## config.mk

```make
export PLATFORM = sky130hd
export DESIGN_NAME = spi_mem_responder
export DESIGN_NICKNAME = d
export VERILOG_FILES = /design/src/rtl/spi_mem_responder.sv
export SDC_FILE = /design/constraint.sdc
export NUM_CORES = 2
export LEC_CHECK = 0
export BUFFER_PORTS_ARGS = -buffer_cell sky130_fd_sc_hd__buf_2
export CAP_MARGIN = 10
export CORE_ASPECT_RATIO = 0.9
export CORE_UTILIZATION = 50
export CTS_CLUSTER_DIAMETER = 60
export DETAILED_ROUTE_END_ITERATION = 10
export PLACE_DENSITY_LB_ADDON = 0.1
export SETUP_SLACK_MARGIN = 0.15
export SLEW_MARGIN = 40
export SYNTH_ARGS = -nofsm -noshare
export SYNTH_HDL_FRONTEND = slang
export SYNTH_SLANG_ARGS = --single-unit
export TNS_END_PERCENT = 5
```

## constraint.sdc

```tcl
create_clock -name clk_i -period 4.75 [get_ports clk_i]
set_clock_uncertainty 0.15 [all_clocks]
set_input_delay 0.95 -clock clk_i [delete_from_list [all_inputs] [get_ports clk_i]]
set_output_delay 0.95 -clock clk_i [all_outputs]
set_load 0.05 [all_outputs]
```

## src/rtl/spi_mem_responder.sv

```systemverilog
// SPI device-side responder: decodes CMD/ADDR/[DUMMY]/DATA frames from the master and backs them
// with a small word memory. All SPI inputs are synchronous to clk_i; sclk edges are detected locally.
module spi_mem_responder #(
  parameter int unsigned Depth       = 64,
  parameter int unsigned DummyCycles = 34,
  parameter logic [7:0]  CmdWr       = 8'h02,
  parameter logic [7:0]  CmdRd       = 8'h0B,
  localparam int unsigned Aw         = $clog2(Depth)
) (
  input  logic          clk_i,
  input  logic          rst_ni,
  input  logic          spi_sclk,
  input  logic          spi_sdi,
  input  logic          spi_cs,
  output logic          spi_sdo,
  output logic          spi_sdo_oe,
  output logic          wr_valid_o,
  output logic [31:0]   wr_addr_o,
  output logic [31:0]   wr_data_o,
  output logic          rd_valid_o,
  output logic          err_o,
  input  logic [Aw-1:0] dbg_addr_i,
  output logic [31:0]   dbg_rdata_o
);

  typedef enum logic [2:0] {
    StIdle, StCmd, StAddr, StDummy, StRdata, StWdata, StIgnore
  } state_e;

  state_e        state_q, state_d;
  logic          sclk_q;
  logic          rise, fall, last;
  logic [7:0]    cnt_q, cnt_d;
  logic [30:0]   shift_q, shift_d;
  logic [31:0]   shift_in;
  logic          addr_oor;
  logic          cmd_rd_q, cmd_rd_d;
  logic [31:0]   addr_q, addr_d;
  logic          oor_q, oor_d;
  logic [31:0]   rd_word_q, rd_word_d;
  logic          wr_valid_q, wr_valid_d;
  logic          rd_valid_q, rd_valid_d;
  logic          err_q, err_d;
  logic [31:0]   wr_addr_q, wr_addr_d;
  logic [31:0]   wr_data_q, wr_data_d;
  logic [31:0]   dbg_rdata_q, dbg_rdata_d;
  logic [31:0]   mem_q [Depth];
  logic          mem_we;
  logic [Aw-1:0] mem_idx;

  assign rise     = spi_sclk & ~sclk_q;
  assign fall     = ~spi_sclk & sclk_q;
  assign last     = (cnt_q == '0);
  assign shift_in = {shift_q, spi_sdi};
  assign addr_oor = ((shift_in >> (Aw + 2)) != '0);
  assign mem_idx  = addr_q[Aw+1:2];

  // State register
  always_ff @(posedge clk_i or negedge rst_ni) begin
    if (!rst_ni) begin
      state_q <= StIdle;
    end else begin
      state_q <= state_d;
    end
  end

  // Next-state logic; chip-select high overrides everything
  always_comb begin
    state_d = state_q;
    if (spi_cs) begin
      state_d = StIdle;
    end else begin
      unique case (state_q)
        StIdle:  state_d = StCmd;
        StCmd: begin
          if (rise && last) begin
            state_d = (shift_in[7:0] == CmdWr || shift_in[7:0] == CmdRd) ? StAddr : StIgnore;
          end
        end
        StAddr:  if (rise && last) state_d = cmd_rd_q ? StDummy : StWdata;
        StDummy: if (rise && last) state_d = StRdata;
        StRdata, StWdata: if (rise && last) state_d = StCmd;
        StIgnore: state_d = StIgnore;
        default: state_d = StIdle;
      endcase
    end
  end

  // Datapath next-state
  always_comb begin
    cnt_d      = cnt_q;
    shift_d    = shift_q;
    cmd_rd_d   = cmd_rd_q;
    addr_d     = addr_q;
    oor_d      = oor_q;
    rd_word_d  = rd_word_q;
    wr_valid_d = 1'b0;
    rd_valid_d = 1'b0;
    wr_addr_d  = wr_addr_q;
    wr_data_d  = wr_data_q;
    err_d      = err_q;
    mem_we     = 1'b0;

    if (state_d != state_q) begin
      unique case (state_d)
        StCmd:                    cnt_d = 8'd7;
        StAddr, StRdata, StWdata: cnt_d = 8'd31;
        StDummy:                  cnt_d = 8'(DummyCycles - 1);
        default:                  cnt_d = '0;
      endcase
    end else if (rise && !last) begin
      cnt_d = cnt_q - 8'd1;
    end

    if (!spi_cs) begin
      if (rise && (state_q == StCmd || state_q == StAddr || state_q == StWdata)) begin
        shift_d = shift_in[30:0];
      end
      if (rise && last) begin
        unique case (state_q)
          StCmd: begin
            cmd_rd_d = (shift_in[7:0] == CmdRd);
            if (shift_in[7:0] != CmdWr && shift_in[7:0] != CmdRd) err_d = 1'b1;
          end
          StAddr: begin
            addr_d = shift_in;
            oor_d  = addr_oor;
            if (addr_oor) err_d = 1'b1;
          end
          StDummy: begin
            rd_word_d  = oor_q ? '0 : mem_q[mem_idx];
            rd_valid_d = 1'b1;
          end
          StWdata: begin
            if (!oor_q) begin
              mem_we     = 1'b1;
              wr_valid_d = 1'b1;
              wr_addr_d  = addr_q;
              wr_data_d  = shift_in;
            end
          end
          default: ;
        endcase
      end else if (fall && state_q == StRdata && cnt_q != 8'd31) begin
        // The fall right after entry precedes the first read rise, so bit 31 is held through it
        rd_word_d = {rd_word_q[30:0], 1'b0};
      end
    end

    dbg_rdata_d = (mem_we && mem_idx == dbg_addr_i) ? shift_in : mem_q[dbg_addr_i];
  end

  always_ff @(posedge clk_i or negedge rst_ni) begin
    if (!rst_ni) begin
      sclk_q      <= 1'b0;
      cnt_q       <= '0;
      shift_q     <= '0;
      cmd_rd_q    <= 1'b0;
      addr_q      <= '0;
      oor_q       <= 1'b0;
      rd_word_q   <= '0;
      wr_valid_q  <= 1'b0;
      rd_valid_q  <= 1'b0;
      err_q       <= 1'b0;
      wr_addr_q   <= '0;
      wr_data_q   <= '0;
      dbg_rdata_q <= '0;
    end else begin
      sclk_q      <= spi_sclk;
      cnt_q       <= cnt_d;
      shift_q     <= shift_d;
      cmd_rd_q    <= cmd_rd_d;
      addr_q      <= addr_d;
      oor_q       <= oor_d;
      rd_word_q   <= rd_word_d;
      wr_valid_q  <= wr_valid_d;
      rd_valid_q  <= rd_valid_d;
      err_q       <= err_d;
      wr_addr_q   <= wr_addr_d;
      wr_data_q   <= wr_data_d;
      dbg_rdata_q <= dbg_rdata_d;
    end
  end

  // Memory is deliberately not reset so completed writes survive a mid-frame reset
  always_ff @(posedge clk_i) begin
    if (mem_we) mem_q[mem_idx] <= shift_in;
  end

  // Output logic
  always_comb begin
    spi_sdo_oe  = (state_q == StRdata) && !spi_cs;
    spi_sdo     = spi_sdo_oe & rd_word_q[31];
    wr_valid_o  = wr_valid_q;
    rd_valid_o  = rd_valid_q;
    wr_addr_o   = wr_addr_q;
    wr_data_o   = wr_data_q;
    err_o       = err_q;
    dbg_rdata_o = dbg_rdata_q;
  end

endmodule

```

# --- After elaboration in Yosys (flattened, before gate mapping) ---
# Memories as Yosys holds them, arrays and structs flattened. A register that Yosys moved wholly into a read port is not among the register bits.
# Cells that the tools add are included.
word_totals:
  register_bits: 176
  latchBits: 0
  ram_bits: 2048
  rom_bits: 0
  wordCells: 96
  memories: 1
op_classes:
  n_addsub: 1
  multipliers: 0
  div: 0
  order_cmp: 0
  eq_ne: 20
  shifts: 0
  mux: 27
  bitwise_logic: 7
  n_reduce_logical: 27
memory_table:
  columns: ["memory", "depth", "word_bits", "read_ports", "rd_clocked_by_memory_dff", "wr", "line", "source"]
  rows:
  - ["mem_q", 64, 32, 2, 1, 1, "47", "logic [31:0] mem_q [Depth];"]
ops:
  columns: ["cell", "n"]
  rows:
  - ["32-bit 2-to-1 mux", 4]
  - ["32-bit nonzero test", 1]
  - ["3-bit 2-to-1 mux", 7]
  - ["3-bit case mux with 6 select lines", 1]
  - ["6-bit case mux with 3 select lines", 1]
  - ["8-bit 2-to-1 mux", 2]
  - ["3-bit == test, second input constant", 5]
  - ["3-bit by 2-bit == test with 1-bit output, second input constant", 4]
  - ["1-bit 2-to-1 mux", 11]
  - ["3-bit AND reduction", 3]
  - ["8-bit by 2-bit == test with 1-bit output, second input constant", 1]
  - ["8-bit by 4-bit == test with 1-bit output, second input constant", 1]
  - ["8-bit logical NOT", 1]
  - ["8-bit by 2-bit != test with 1-bit output, second input constant", 1]
  - ["8-bit by 4-bit != test with 1-bit output, second input constant", 1]
  - ["8-bit by 5-bit != test with 1-bit output, second input constant", 1]
  - ["8-bit by 1-bit subtractor with 8-bit output, second input constant", 1]
  - ["1-bit logical AND", 7]
  - ["3-bit by 1-bit == test with 1-bit output, second input constant", 2]
  - ["2-bit nonzero test", 3]
  - ["5-bit AND reduction", 1]
  - ["2-bit by 1-bit != test with 1-bit output, second input constant", 2]
  - ["1-bit NOT", 4]
  - ["4-bit AND reduction", 1]
  - ["10 further kinds", 16]

# --- Longest topological paths before layout ---
depth:
  ltp_word: 10
  mapped_depth: 12
  mapped_depth_nobuf: 9

# --- Worst setup path after synthesis ---
# OpenSTA, ideal clock, no wires.
synth_timing:
  kind: "input -> register"
  startpoint: "input port spi_cs"
  endpoint: "register rd_word_q[18]"
  setup_ns: 0.139
  arrival_time_ns: 4.455
  setup_slack_ns: 0.007
  stages: 8
  path_buffers: 2
  cell_sequence: "clkbuf_1 nor4b_1 o2111ai_2 o41a_4 buf_6 and2_4 a311oi_2 a21oi_1"
synth_via:
  elab_chain_len: 2
synth_rtl:
  columns: ["element", "line", "source"]
  rows:
  - ["start, declared", "14", "input logic spi_cs,"]
  - ["1-bit NOT (no line)", null, null]
  - ["3-bit AND reduction (no line)", null, null]
  - ["end signal, assigned", "175", "rd_word_q <= rd_word_d;"]
  - ["end, declared", "40", "logic [31:0] rd_word_q, rd_word_d;"]
# No other way between the ends.
# A chain may end at the register's enable or synchronous reset.

# --- Worst setup path after layout ---
layout_timing:
  startpoint: "register addr_q[2]"
  endpoint: "memory mem_q[32][23], enable pin"
layout_lines:
  columns: ["element", "line", "source"]
  rows:
  - ["start, declared", "38", "logic [31:0] addr_q, addr_d;"]
  - ["start signal, assigned", "173", "addr_q <= addr_d;"]
  - ["end, declared", "47", null]
# No word-level cell before the write port.

==> impl_metrics.sql <==
INSERT INTO impl_metrics (metric_group, metric, value, unit) VALUES
('run_status', 'result_of_the_run', 'completed', ''),
('final_layout', 'fillerInstances', '15500', ''),
('sta', 'post-route-period-util', '0.840', ''),
('yosys', 'synthArstFlopShare', '0.0922', ''),
('yosys', 'post_synthesis_cell_area', '103000', 'sq um'),
('setup_path', 'largest_fanout_of_any_net_on_the_critical_path', '23', ''),
('yosys', 'synthesized_nets', '6274', ''),
('placed_design', 'io_buffers', '111', ''),
('routing', 'avgRoutedWirePerCell', '46.7', 'microns'),
('setup_path', 'timing.critical_path.to_type', 'register', ''),
('yosys', 'syn_inst', '6260', ''),
('final_layout', 'fin_cells', '9573', ''),
('routing', 'drtAntennaViolNets', '0', ''),
('power', 'vdd_drop_max', '0.377', 'mV'),
('yosys', 'yosysSeqAreaShare', '0.647', ''),
('min_path', 'worst_hold_path_type', 'in2reg', ''),
('final_layout', 'final_layout_size_suffix_gt1_frac', '0.298', ''),
('floorplanning', 'num_io_pins', '112', ''),
('placed_design', 'detailed_place_hpwl', '288000', 'microns'),
('sta', 'fin_tns_setup', '0', 'ns'),
('setup_path', 'worst-endpoint-required', '5.18', 'ns'),
('floorplanning', 'die_h', '433', 'microns'),
('routing', 'drtIter0Drc', '14700', ''),
('final_layout', 'syn_to_final_growth', '15.9', '%'),
('yosys', 'syn-mean-instance-area', '16.5', 'sq um'),
('setup_path', 'timing.critical_path.arrival', '4.42', 'ns'),
('yosys', 'synthesis.yosys.warnings', '0', ''),
('power', 'power_density_over_cell_area', '364', 'nW/um^2'),
('floorplanning', 'initial_utilization', '0.505', ''),
('yosys', 'post_synth_main_area_contributors', 'sky130_fd_sc_hd__edfxtp_1 (60%), sky130_fd_sc_hd__mux4_2 (13%), sky130_fd_sc_hd__dfrtp_1 (5.0%), sky130_fd_sc_hd__mux2i_1 (4.1%), sky130_fd_sc_hd__a22oi_1 (2.6%)', ''),
('clock_tree', 'cts.sinks', '2256', ''),
('placed_design', 'gpl.final_weighted_congestion', '0.971', ''),
('sta', 'achievable-frequency', '251', 'MHz'),
('clock_tree', 'clock_tree.buffer_depth', '3', ''),
('clock_tree', 'cts-hold-fix-buffers', '1', ''),
('sta', 'timing.hold.ws', '0.0681', 'ns'),
('setup_path', 'criticalPathCategory', 'reg2reg', ''),
('global_routing', 'grt_max_degree', '81', ''),
('min_path', 'whs_path_depth', '1', ''),
('global_routing', 'global_route.usage.met2', '0.589', ''),
('yosys', 'synthDominantAreaCellType', 'sky130_fd_sc_hd__edfxtp_1', ''),
('yosys', 'synth.distinct_cells', '90', ''),
('sta', 'unrepaired_setup_endpoints_after_global_routing', 'no', ''),
('placed_design', 'post_dp_cell_area', '111000', 'sq um'),
('sta', 'timing_hold_violations_final', '0', ''),
('global_routing', 'gr-usage-met3', '0.156', ''),
('clock_tree', 'cts_root_buf', 'sky130_fd_sc_hd__clkbuf_16', ''),
('global_routing', 'grt_most_used_layer', 'met2', ''),
('global_routing', 'met1_usage', '0.578', ''),
('sta', 'finalWorstPathRequiredPeriod', '3.99', 'ns'),
('global_routing', 'grt_pass1_vias', '69300', ''),
('yosys', 'ys_seq_elements', '2256', ''),
('sta', 'timing_max_transition_violations_final', '0', ''),
('run', 'drv.max_cap_violation_count', '0', ''),
('sta', 'report.final.setup_viol', '0', ''),
('final_layout', 'final_net_count', '6669', ''),
('setup_path', 'r2r.worst_path.cells', '6', ''),
('setup_path', 'crit_path_max_incr_delay', '0.76', 'ns'),
('floorplanning', 'std_cell_rows', '157', ''),
('clock_tree', 'clk_pin_slew', '0.06', 'ns'),
('routing', 'route.detailed.vias_per_inst', '7.68', ''),
('clock_tree', 'clk_latency', '0.93', 'ns'),
('floorplanning', 'die_w', '481', 'microns'),
('final_layout', 'final_cell_area', '119000', 'sq um'),
('setup_path', 'critical-path-slowest-cell', 'sky130_fd_sc_hd__nor2_4', ''),
('global_routing', 'grt_antenna_before_repair', '41', ''),
('yosys', 'synth_top_area_share', '0.597', ''),
('placed_design', 'placed_cells_incl_taps', '9120', ''),
('yosys', 'synth-edff-count', '2048', ''),
('yosys', 'synth_flop_cell', 'sky130_fd_sc_hd__edfxtp_1', ''),
('clock_tree', 'cts_resized', '0', '');
## power by group
group,internal (mW),switching (mW)
Clock,11.0,8.22
Sequential,21.9,0.102
Combinational,0.663,1.62
Total,33.5,9.94
## path summary, 6_finish.rpt
| check | start | endpoint | slack, ns |
|---|---|---|---|
| min | spi_sclk | sclk_q | 0.07 |
| max in group asynchronous | rst_ni | shift_q[20] | 2.92 |
| max | addr_q[2] | mem_q[32][23] | 0.76 |
| min reg2reg | addr_q[21] | wr_addr_o[21] | 0.30 |
| max reg2reg | addr_q[2] | mem_q[32][23] | 0.76 |
| min in group asynchronous | rst_ni | cnt_q[7] | 0.50 |
## cells in the final DEF (no fill, tap or decap), drive strengths merged, types with 28 or more instances in the layout
| master | count |
|---|---|
| nor3 | 35 |
| nand2 | 388 |
| o21ai | 111 |
| a221oi | 191 |
| edfxtp | 2048 |
| a31oi | 41 |
| a22o | 46 |
| a22oi | 363 |
| nand3 | 73 |
| clkinv | 78 |
| bufinv | 31 |
| clkbuf | 300 |
| nor2b | 29 |
| dfrtp | 208 |
| a211oi | 28 |
| a21oi | 154 |
| mux4 | 591 |
| buf | 688 |
| mux2i | 419 |
| nor2 | 175 |
| o22ai | 149 |
| a221o | 52 |
| mux2 | 219 |
## metrics by stage
| stage | total power [mW] | worst slack (ns) |
|---|---|---|
| finish | 43.5 | 0.759 |
| global placement | 24.6 | 0.543 |
| detailed placement | 24.6 | 0.569 |
| floorplan | 23.6 | 0.520 |
| global route | 44.2 | 0.724 |
| CTS | 43.4 | 0.884 |
## final cells by class
| type | instances | area (sq um) | share of cell area |
|---|---|---|---|
| antenna | 12 | 30.0 | 0.000251 |
| sequential | 2256 | 66800 | 0.559 |
| multi-input combinational | 3462 | 34900 | 0.292 |
| tap | 2703 | 3380 | 0.0283 |
| inverter | 17 | 73.8 | 0.000618 |
| clock inverter | 134 | 1640 | 0.0137 |
| timing repair buffer | 689 | 6400 | 0.0536 |
| clock buffer | 300 | 6270 | 0.0525 |
## registers in the layout, summed over array words and instances (netlist names), 3 cells and up
| name | cells |
|---|---|
| wr_addr_o | 32 |
| shift_q | 31 |
| rd_word_q | 32 |
| state_q | 3 |
| wr_data_o | 32 |
| mem_q | 2048 |
| addr_q | 32 |
| dbg_rdata_o | 32 |
| cnt_q | 8 |
## cells in the mapped netlist (all sizes together) (8+ instances only)
master and instances:
nor3 35, mux2 219, nand3b 8, and2 17
and3 22, a221oi 191, a211oi 28, a21oi 154
o22a 18, o31ai 16, nor2b 29, nand3 73
xor2 11, nor3b 16, a31oi 41, a21o 8
a221o 52, or3 12, o22ai 149, inv 15
mux2i 419, a2111oi 12, nand2 388, clkbuf 275
o21ai 111, a32oi 17, nand2b 18, o2bb2ai 11
nor2 175, nor4 24, a222oi 13, o211ai 18
a22o 46, edfxtp 2048, buf 250, and3b 8
a22oi 363, nand4 18, o221ai 24, mux4 591
dfrtp 208
## worst max-delay path, delay by kind of cell (launching register included)
kind / cells / cell delay, ns
simple gates: 3 / 2.08
flops: 1 / 0.60
buf+inv: 3 / 0.72
## cells by family (layout without fill, tap and decap cells)
kind of cell,after synthesis,count (layout),share of synthesized area
AO/OA/AOI/OAI,1334,1334,0.0953
XOR/XNOR,14,14,0.00119
adder cells (fa/ha/maj),3,3,0.000364
buffers and inverters,542,1140,0.0219
flip-flops,2256,2256,0.647
multiplexers,1229,1229,0.194
other,0,12,0
AND/OR/NAND/NOR,882,882,0.0403
## per-layer routing
layer,up-vias,part of all wire
met5,-,0.00086
met4,46,0.076
met3,1578,0.17
met2,6946,0.41
met1,37900,0.35
li1,27000,-
(Power assumes the default switching activity.)
